===== src/rtl/vga_if.sv =====
// VGA timing + colour bundle: 11-bit counters, sync/blank strobes, 12-bit rgb.
// The in/out modports are the sink and source views; slave/master are aliases of them.
interface vga_if;
    logic [10:0] hcount;
    logic [10:0] vcount;
    logic        hsync;
    logic        vsync;
    logic        hblnk;
    logic        vblnk;
    logic [11:0] rgb;

    modport in     (input  hcount, vcount, hsync, vsync, hblnk, vblnk, rgb);
    modport out    (output hcount, vcount, hsync, vsync, hblnk, vblnk, rgb);
    modport slave  (input  hcount, vcount, hsync, vsync, hblnk, vblnk, rgb);
    modport master (output hcount, vcount, hsync, vsync, hblnk, vblnk, rgb);
endinterface


===== src/rtl/draw_map_scroll.sv =====
// Draws a horizontally scrolling, wrapping tile map into a VGA stream.
// Optional macro MAP_TRANSPARENCY_EN: texels equal to TRANSP_KEY let the background through.
module draw_map_scroll #(
    parameter int          XPOS       = 0,
    parameter int          YPOS       = 0,
    parameter int          SCALE_LOG2 = 2,
    parameter int          MAP_W_LOG2 = 9,
    parameter int          MAP_H_LOG2 = 7,
    parameter int          ROM_LAT    = 1,
    parameter logic [11:0] TRANSP_KEY = 12'hF0F
) (
    input  logic                               clk,
    input  logic                               rst,
    vga_if.in                                  in,
    vga_if.out                                 out,
    input  logic [MAP_W_LOG2-1:0]              map_ofset,
    input  logic [11:0]                        rgb_pixel,
    output logic [MAP_H_LOG2+MAP_W_LOG2-1:0]   pixel_adr,
    output logic                               frame_tick
);

    localparam int WIN_W_LOG2 = MAP_W_LOG2 + SCALE_LOG2;
    localparam int WIN_H_LOG2 = MAP_H_LOG2 + SCALE_LOG2;

`ifdef MAP_TRANSPARENCY_EN
    localparam logic TRANSP_EN = 1'b1;
`else
    localparam logic TRANSP_EN = 1'b0;
`endif

    typedef struct packed {
        logic [10:0] hcount;
        logic [10:0] vcount;
        logic        hsync;
        logic        vsync;
        logic        hblnk;
        logic        vblnk;
        logic [11:0] rgb;
    } vga_t;

    typedef struct packed {
        vga_t v;
        logic hit;
    } stage_t;

    logic [31:0]                       dx_s;
    logic [31:0]                       dy_s;
    logic                              hit_h_s;
    logic                              hit_v_s;
    logic [MAP_W_LOG2-1:0]             col_s;
    logic [MAP_H_LOG2-1:0]             row_s;
    stage_t                            stage_in_s;
    stage_t                            last_s;
    logic                              key_hit_s;
    logic [11:0]                       out_rgb_s;
    logic                              vblnk_rise_s;

    // Stage k holds the sample taken k+1 edges ago; the last stage lines up with rgb_pixel.
    stage_t                            pipe_r [0:ROM_LAT];
    vga_t                              out_r;
    logic [MAP_H_LOG2+MAP_W_LOG2-1:0]  pixel_adr_r;
    logic [MAP_W_LOG2-1:0]             active_ofs_r;
    logic                              vblnk_prev_r;
    logic                              frame_tick_r;

    // Window test and map coordinates of the incoming pixel.
    always_comb begin
        dx_s         = {21'd0, in.hcount} - 32'(XPOS);
        dy_s         = {21'd0, in.vcount} - 32'(YPOS);
        hit_h_s      = ({21'd0, in.hcount} >= 32'(XPOS)) && (dx_s < (32'd1 << WIN_W_LOG2));
        hit_v_s      = ({21'd0, in.vcount} >= 32'(YPOS)) && (dy_s < (32'd1 << WIN_H_LOG2));
        col_s        = dx_s[WIN_W_LOG2-1:SCALE_LOG2] + active_ofs_r;
        row_s        = dy_s[WIN_H_LOG2-1:SCALE_LOG2];
        vblnk_rise_s = in.vblnk & ~vblnk_prev_r;
        stage_in_s.v.hcount = in.hcount;
        stage_in_s.v.vcount = in.vcount;
        stage_in_s.v.hsync  = in.hsync;
        stage_in_s.v.vsync  = in.vsync;
        stage_in_s.v.hblnk  = in.hblnk;
        stage_in_s.v.vblnk  = in.vblnk;
        stage_in_s.v.rgb    = in.rgb;
        stage_in_s.hit      = hit_h_s & hit_v_s & ~in.hblnk & ~in.vblnk;
    end

    // Output colour select: texel on a hit unless it is the transparent key.
    always_comb begin
        last_s    = pipe_r[ROM_LAT];
        key_hit_s = TRANSP_EN && (rgb_pixel == TRANSP_KEY);
        if (last_s.hit && !key_hit_s) begin
            out_rgb_s = rgb_pixel;
        end else begin
            out_rgb_s = last_s.v.rgb;
        end
    end

    // Address, alignment pipeline, output register and per-frame scroll offset.
    always_ff @(posedge clk) begin
        if (rst) begin
            for (int k = 0; k <= ROM_LAT; k++) begin
                pipe_r[k] <= '0;
            end
            out_r        <= '0;
            pixel_adr_r  <= '0;
            active_ofs_r <= '0;
            vblnk_prev_r <= 1'b0;
            frame_tick_r <= 1'b0;
        end else begin
            pixel_adr_r <= {row_s, col_s};
            pipe_r[0]   <= stage_in_s;
            for (int k = 1; k <= ROM_LAT; k++) begin
                pipe_r[k] <= pipe_r[k-1];
            end
            out_r       <= last_s.v;
            out_r.rgb   <= out_rgb_s;
            vblnk_prev_r <= in.vblnk;
            frame_tick_r <= vblnk_rise_s;
            // Offset changes only at the start of vertical blank, so a frame never tears.
            if (vblnk_rise_s) begin
                active_ofs_r <= map_ofset;
            end else begin
                active_ofs_r <= active_ofs_r;
            end
        end
    end

    assign out.hcount = out_r.hcount;
    assign out.vcount = out_r.vcount;
    assign out.hsync  = out_r.hsync;
    assign out.vsync  = out_r.vsync;
    assign out.hblnk  = out_r.hblnk;
    assign out.vblnk  = out_r.vblnk;
    assign out.rgb    = out_r.rgb;
    assign pixel_adr  = pixel_adr_r;
    assign frame_tick = frame_tick_r;

endmodule

===== src/flat_wrapper.sv =====
// flat-port wrapper written by rule: the top's interface ports become plain ports
module draw_map_scroll_flat 
#(
    parameter int          XPOS       = 0,
    parameter int          YPOS       = 0,
    parameter int          SCALE_LOG2 = 2,
    parameter int          MAP_W_LOG2 = 9,
    parameter int          MAP_H_LOG2 = 7,
    parameter int          ROM_LAT    = 1,
    parameter logic [11:0] TRANSP_KEY = 12'hF0F
)
  (clk, rst, map_ofset, rgb_pixel, pixel_adr, frame_tick, in_hcount, in_vcount, in_hsync, in_vsync, in_hblnk, in_vblnk, in_rgb, out_hcount, out_vcount, out_hsync, out_vsync, out_hblnk, out_vblnk, out_rgb);
  vga_if in_i ();
  vga_if out_i ();
  input  logic clk;
  input  logic rst;
  input  logic [MAP_W_LOG2-1:0] map_ofset;
  input  logic [11:0] rgb_pixel;
  output logic [MAP_H_LOG2+MAP_W_LOG2-1:0] pixel_adr;
  output logic frame_tick;
  input wire logic [$bits(in_i.hcount)-1:0] in_hcount;
  input wire logic [$bits(in_i.vcount)-1:0] in_vcount;
  input wire logic [$bits(in_i.hsync)-1:0] in_hsync;
  input wire logic [$bits(in_i.vsync)-1:0] in_vsync;
  input wire logic [$bits(in_i.hblnk)-1:0] in_hblnk;
  input wire logic [$bits(in_i.vblnk)-1:0] in_vblnk;
  input wire logic [$bits(in_i.rgb)-1:0] in_rgb;
  output wire logic [$bits(out_i.hcount)-1:0] out_hcount;
  output wire logic [$bits(out_i.vcount)-1:0] out_vcount;
  output wire logic [$bits(out_i.hsync)-1:0] out_hsync;
  output wire logic [$bits(out_i.vsync)-1:0] out_vsync;
  output wire logic [$bits(out_i.hblnk)-1:0] out_hblnk;
  output wire logic [$bits(out_i.vblnk)-1:0] out_vblnk;
  output wire logic [$bits(out_i.rgb)-1:0] out_rgb;
  assign in_i.hcount = in_hcount;
  assign in_i.vcount = in_vcount;
  assign in_i.hsync = in_hsync;
  assign in_i.vsync = in_vsync;
  assign in_i.hblnk = in_hblnk;
  assign in_i.vblnk = in_vblnk;
  assign in_i.rgb = in_rgb;
  assign out_hcount = out_i.hcount;
  assign out_vcount = out_i.vcount;
  assign out_hsync = out_i.hsync;
  assign out_vsync = out_i.vsync;
  assign out_hblnk = out_i.hblnk;
  assign out_vblnk = out_i.vblnk;
  assign out_rgb = out_i.rgb;
  draw_map_scroll #(.XPOS(XPOS), .YPOS(YPOS), .SCALE_LOG2(SCALE_LOG2), .MAP_W_LOG2(MAP_W_LOG2), .MAP_H_LOG2(MAP_H_LOG2), .ROM_LAT(ROM_LAT), .TRANSP_KEY(TRANSP_KEY)) u_core (.clk(clk), .rst(rst), .in(in_i), .out(out_i), .map_ofset(map_ofset), .rgb_pixel(rgb_pixel), .pixel_adr(pixel_adr), .frame_tick(frame_tick));
endmodule

===== config.mk =====
export PLATFORM = sky130hd
export DESIGN_NAME = draw_map_scroll_flat
export DESIGN_NICKNAME = d
export VERILOG_FILES = /design/src/rtl/vga_if.sv /design/src/rtl/draw_map_scroll.sv /design/src/flat_wrapper.sv
export SDC_FILE = /design/constraint.sdc
export NUM_CORES = 1
export LEC_CHECK = 0
export ABC_AREA = 1
export BUFFER_PORTS_ARGS = -buffer_cell sky130_fd_sc_hd__buf_2
export CAP_MARGIN = 20
export CORE_MARGIN = 2
export CORE_UTILIZATION = 51
export CTS_CLUSTER_SIZE = 40
export DETAILED_ROUTE_END_ITERATION = 8
export PLACE_DENSITY = 0.75
export REMOVE_ABC_BUFFERS = 1
export SKIP_LAST_GASP = 1
export SYNTH_ARGS = -nofsm -noshare
export SYNTH_HDL_FRONTEND = slang
export SYNTH_SLANG_ARGS = --single-unit

===== constraint.sdc =====
create_clock -name clk -period 1.67 [get_ports clk]
set_input_delay 0 -clock clk [delete_from_list [all_inputs] [get_ports clk]]
set_output_delay 0 -clock clk [all_outputs]
set_load 0.02 [all_outputs]

# Word level (Yosys, flattened, before mapping)
# Memory sizes are Yosys's and may differ from the RTL's.
# Cells that the tools add are included.
# word_totals
register_bits,65
ram_bits,78
elab_cells,30
mem_count,1
# classes
n_addsub,1
magnitude_cmp,2
muxes,6
bitwise_logic,9
# memory_table
name,depth,width,read_ports,rd_clocked_by_memory_dff,write_ports,line_no,text
u_core.pipe_r,2,39,2,0,2,draw_map_scroll.sv:59,stage_t pipe_r [0:ROM_LAT];
# op_table
cell,count
2-to-1 mux 39 bit,2
less-than comparator 11 x 12 -> 1 bit (second input constant),1
2-to-1 mux 12 bit,1
less-than comparator 11 x 10 -> 1 bit (second input constant),1
adder 9 bit,1
bitwise AND 1 bit,4
2-to-1 mux 1 bit,3
NOT 1 bit,3
bitwise OR 1 bit,2

# Logic depth before layout (Yosys ltp)
# depth
ltp_word,5
ltp_mapped,8
mapped_depth_nobuf,8

# Least setup slack after synthesis
# OpenSTA, ideal clock, no wires.
# synth_path
path_kind,register to register
from,register u_core.active_ofs_r[0]
to,"register u_core.pixel_adr_r[4], in the netlist u_core.pixel_adr[4]"
setup_time_ps,113
t_arrival_ps,1273
slack_ps,284
path_stages_with_launch,8
cell_sequence,dfxtp_1 ha_1 fa_1 nand2_1 nand2_1 and2_4 nor2_1 nor2_1
# synth_between
elab_chain_cells,1
# synth_rtl
element,line_no,text
start: declaration,draw_map_scroll.sv:62,logic [MAP_W_LOG2-1:0] active_ofs_r;
start signal: assignment,draw_map_scroll.sv:119,active_ofs_r <= map_ofset;
start signal: assignment,draw_map_scroll.sv:121,active_ofs_r <= active_ofs_r;
adder 9 bit,draw_map_scroll.sv:72,col_s = dx_s[WIN_W_LOG2-1:SCALE_LOG2] + active_ofs_r;
end signal: assignment,draw_map_scroll.sv:108,"pixel_adr_r <= {row_s, col_s};"
end: declaration,draw_map_scroll.sv:61,logic [MAP_H_LOG2+MAP_W_LOG2-1:0] pixel_adr_r;
# Every way passes these cells.
# A chain may end at the register's enable or synchronous reset.

# Worst setup path after layout
# layout_path
from,register u_core.active_ofs_r[0]
to,"register u_core.pixel_adr_r[8], in the netlist u_core.pixel_adr[8]"
# Same word-level chain as after synthesis.

==> results.yml <==
floorplan:
  die_area_mm2: 0.00932
  fp.dieH_um: 96.5
  die_x_um: 96.5
  boundaryPins: 116
  start_util_pct: 52.9
  core_area_mm2: 0.00826
  placementRows: 33
global_route:
  grt_pass1_vias: 3412
  antenna_found_initial: 0
  grt_usage_pct: 20.3
  grt-ovfl-total: 0
  grt_max_degree: 107
  grt_pass1_wl_um: 14300
worst_setup_path:
  path_delay_family: "adder cells"
  crit_arrival_ns: 1.89
  rr_worst_depth: 8
  crit_chain: "ha_1, fa_1, nand2_1, nand2_1, nand3_1, nand3_1, nand2_1, nor2_1"
  critPathMaxFanout: 3
  crit_path_frequent_cell: "nand2_1"
  worst-path-buf-inv: 0
  critPathKind: "register to register"
  startpoint_type: "register"
  cp_slowest_cell: "fa_1"
  required_ns: 2.06
  crit_path_end_kind: "register"
  reg2reg_to: "u_core.pixel_adr[8]$_SDFF_PP0_"
  slowest_delay_ns: 0.39
  rr_startpoint: "u_core.active_ofs_r[0]$_SDFFE_PP0P_"
  r2r_slack_ns: 0.17
yosys:
  ys_types: 24
  synthTopCellsByCount: "162 x nor2_1, 135 x dfxtp_1, 117 x inv_1, 25 x nand2_1, 20 x o21ai_0"
  yosysTopAreaCell: "dfxtp_1"
  synth_area_leaders: "dfxtp_1 62%, nor2_1 14%, inv_1 10%, ha_1 2.3%, o21ai_0 2.3%"
  synth_top_area_share_pct: 61.9
  ys.warnings.count: 0
  synth_area_mm2: 0.00437
  ys.flop_type: "dfxtp_1"
  syn_avg_cell_area_um2: 8.43
  yosysMostFrequentCell: "nor2_1"
  synth-edff-count: 0
  ys_ff_latch: 135
  seq_area_frac_synth_pct: 61.9
  synthArstFlopShare_pct: 0
  postSynthCellCount: 518
clock_network:
  cts_tree: "done"
  post_cts_resized: 0
  cts_hold_buffers: 61
  post_cts_buffers: 0
  root_buffer: "clkbuf_8"
  h-tree-depth: 4
  cts_buffers: 17
  insertion_delay_ns: 0.50
  cts.sinks: 135
  clk_pin_slew_ns: 0.06
  clock_path_buffers: 2
drt:
  remaining_drc_errors: 0
  drt_pre_antenna_iters: 4
  drtIter0Drc: 75
  ant_nets: 0
  wl_um: 8840
  via_per_inst: 4.29
  num_vias: 3461
  avgRoutedWirePerCell_um: 11.0
timing:
  whs_ns: 0.226
  relSlewSlack_pct: 72.3
  setup_viol: 0
  worst_slew_pin_slew_ns: 0.415
  drv_slew: 0
  grt_setup_unrepaired: "false"
  clock_skew_ns: 0.00768
  min_period_over_period_pct: 89.9
  fin_tns_setup_ns: 0
  hold_viol_final: 0
  fmax_ghz: 0.666
  fin_crit_ns: 1.50
finish:
  final_nets: 759
  multi_input_area_mm2: 0.00106
  drive_above_1_share_pct: 21.8
  antenna_cells: 0
  area_delta_synth_final_pct: 40.6
  fillers: 595
  ff_latch_area_mm2: 0.00270
worst_hold_path:
  holdPathStages: 4
  worstHoldStart: "in_rgb[1]"
  min_to: "u_core.pipe_r[0][2]$_SDFF_PP0_"
  hold_class: "primary input to register"
placement:
  place.gp.congestion: 0.842
  dpl.hpwl_um: 4940
  port_buffers: 115
flow_run:
  cap_violations: 0
power:
  max-vdd-ir-drop_uv: 691
  power_density_mw_per_mm2: 1260
  p_leak_nw: 3.16
run_status:
  outcome: "completed"
[cell usage in the layout, fill, tap and decap left out, drive strengths merged]
cell type | Yosys | routed
nor2 | 162 | 162
dfxtp | 135 | 135
inv | 118 | 125
buf | 23 | 116
dlygate4sd3 | 0 | 61
nand2 | 26 | 26
o21ai | 21 | 21
clkbuf | 2 | 18
ha | 8 | 8
nand3 | 7 | 7
a21oi | 6 | 6
clkinvlp | 0 | 4
nand3b | 2 | 2
and2 | 2 | 2
bufinv | 0 | 2
clkinv | 1 | 2
or2 | 2 | 2
xnor2 | 1 | 1
nor3 | 1 | 1
fa | 1 | 1
[how the worst max path moves through the flow]
| stage | from | end | cells past startpoint | slack (ns) |
|---|---|---|---|---|
| 6_report | u_core.active_ofs_r[0]$_SDFFE_PP0P_ | u_core.pixel_adr[8]$_SDFF_PP0_ | 8 | 0.17 |
| 5_1_grt | u_core.active_ofs_r[0]$_SDFFE_PP0P_ | u_core.pixel_adr[8]$_SDFF_PP0_ | 8 | 0.07 |
| 4_1_cts | u_core.active_ofs_r[0]$_SDFFE_PP0P_ | u_core.pixel_adr[8]$_SDFF_PP0_ | 8 | 0.16 |
| 3_5_place_dp | u_core.active_ofs_r[0]$_SDFFE_PP0P_ | u_core.pixel_adr[6]$_SDFF_PP0_ | 8 | 0.18 |
| 3_3_place_gp | u_core.active_ofs_r[0]$_SDFFE_PP0P_ | u_core.pixel_adr[8]$_SDFF_PP0_ | 8 | 0.23 |
| 2_1_floorplan | u_core.active_ofs_r[0]$_SDFFE_PP0P_ | u_core.pixel_adr[8]$_SDFF_PP0_ | 8 | 0.28 |
[final cells by class]
type / instances / area share (%)
Tap cell: 105 / 2.14
Clock buffer: 18 / 6.97
Timing Repair Buffer: 177 / 19.7
Multi-Input combinational cell: 239 / 17.3
Clock inverter: 14 / 2.65
Sequential cell: 135 / 44.0
Inverter: 119 / 7.28
[through the flow]
stage | total power, mW | utilization (%) | worst slack (ns) | std cells | cell area (um^2)
3_5_place_dp | 4.04 | 59.8 | 0.177 | 714 | 4940
4_1_cts | 7.78 | 74.3 | 0.159 | 807 | 6140
5_1_grt | 8.04 | 74.3 | 0.0678 | 807 | 6140
6_report | 7.72 | 74.3 | 0.168 | 807 | 6140
3_3_place_gp | 4.02 | 59.8 | 0.234 | 714 | 4940
2_1_floorplan | 3.81 | - | 0.282 | 493 | 4210
[layer usage]
| metal | wire length (um) | up-vias | track usage, % |
|---|---|---|---|
| met1 | 3720 | 1521 | 21.2 |
| met2 | 4490 | 106 | 37.4 |
| met4 | 129 | 0 | 7.63 |
| met5 | 0 | - | 0 |
| met3 | 503 | 15 | 7.06 |
| li1 | - | 1819 | - |
[flip-flops by register name, summed over array words and instances, names as in the netlist]
name / flops
u_core.pixel_adr: 15
u_core.out.hcount: 11
u_core.active_ofs_r: 9
u_core.out.vcount: 11
u_core.pipe_r: 72
u_core.out.hsync: 1
u_core.out.vblnk: 1
u_core.out.rgb: 12
u_core.frame_tick: 1
u_core.out.hblnk: 1
u_core.out.vsync: 1
[worst min-delay path, cell delays in order]
cell	delay, ns
dlygate4sd3_1	0.51
buf_2	0.09
inv_1	0.03
nor2_1	0.07
[cells by family (layout without fill, tap and decap cells)]
group,after synthesis,in the layout,synth area share [%]
AO/OA/AOI/OAI,27,27,3.09
XOR/XNOR,1,1,0.201
adder cells (fa/ha/maj),9,9,2.75
buffers and inverters,144,328,13.9
flip-flops,135,135,61.9
AND/OR/NAND/NOR,202,202,18.2
[report_power, final]
group	switching (mW)	total (mW)	internal, mW
logic	0.362	0.668	0.306
registers	0.0475	3.42	3.38
clock network	1.43	3.63	2.20
total	1.83	7.72	5.89
No activity file was read; power rests on OpenSTA's default activity.
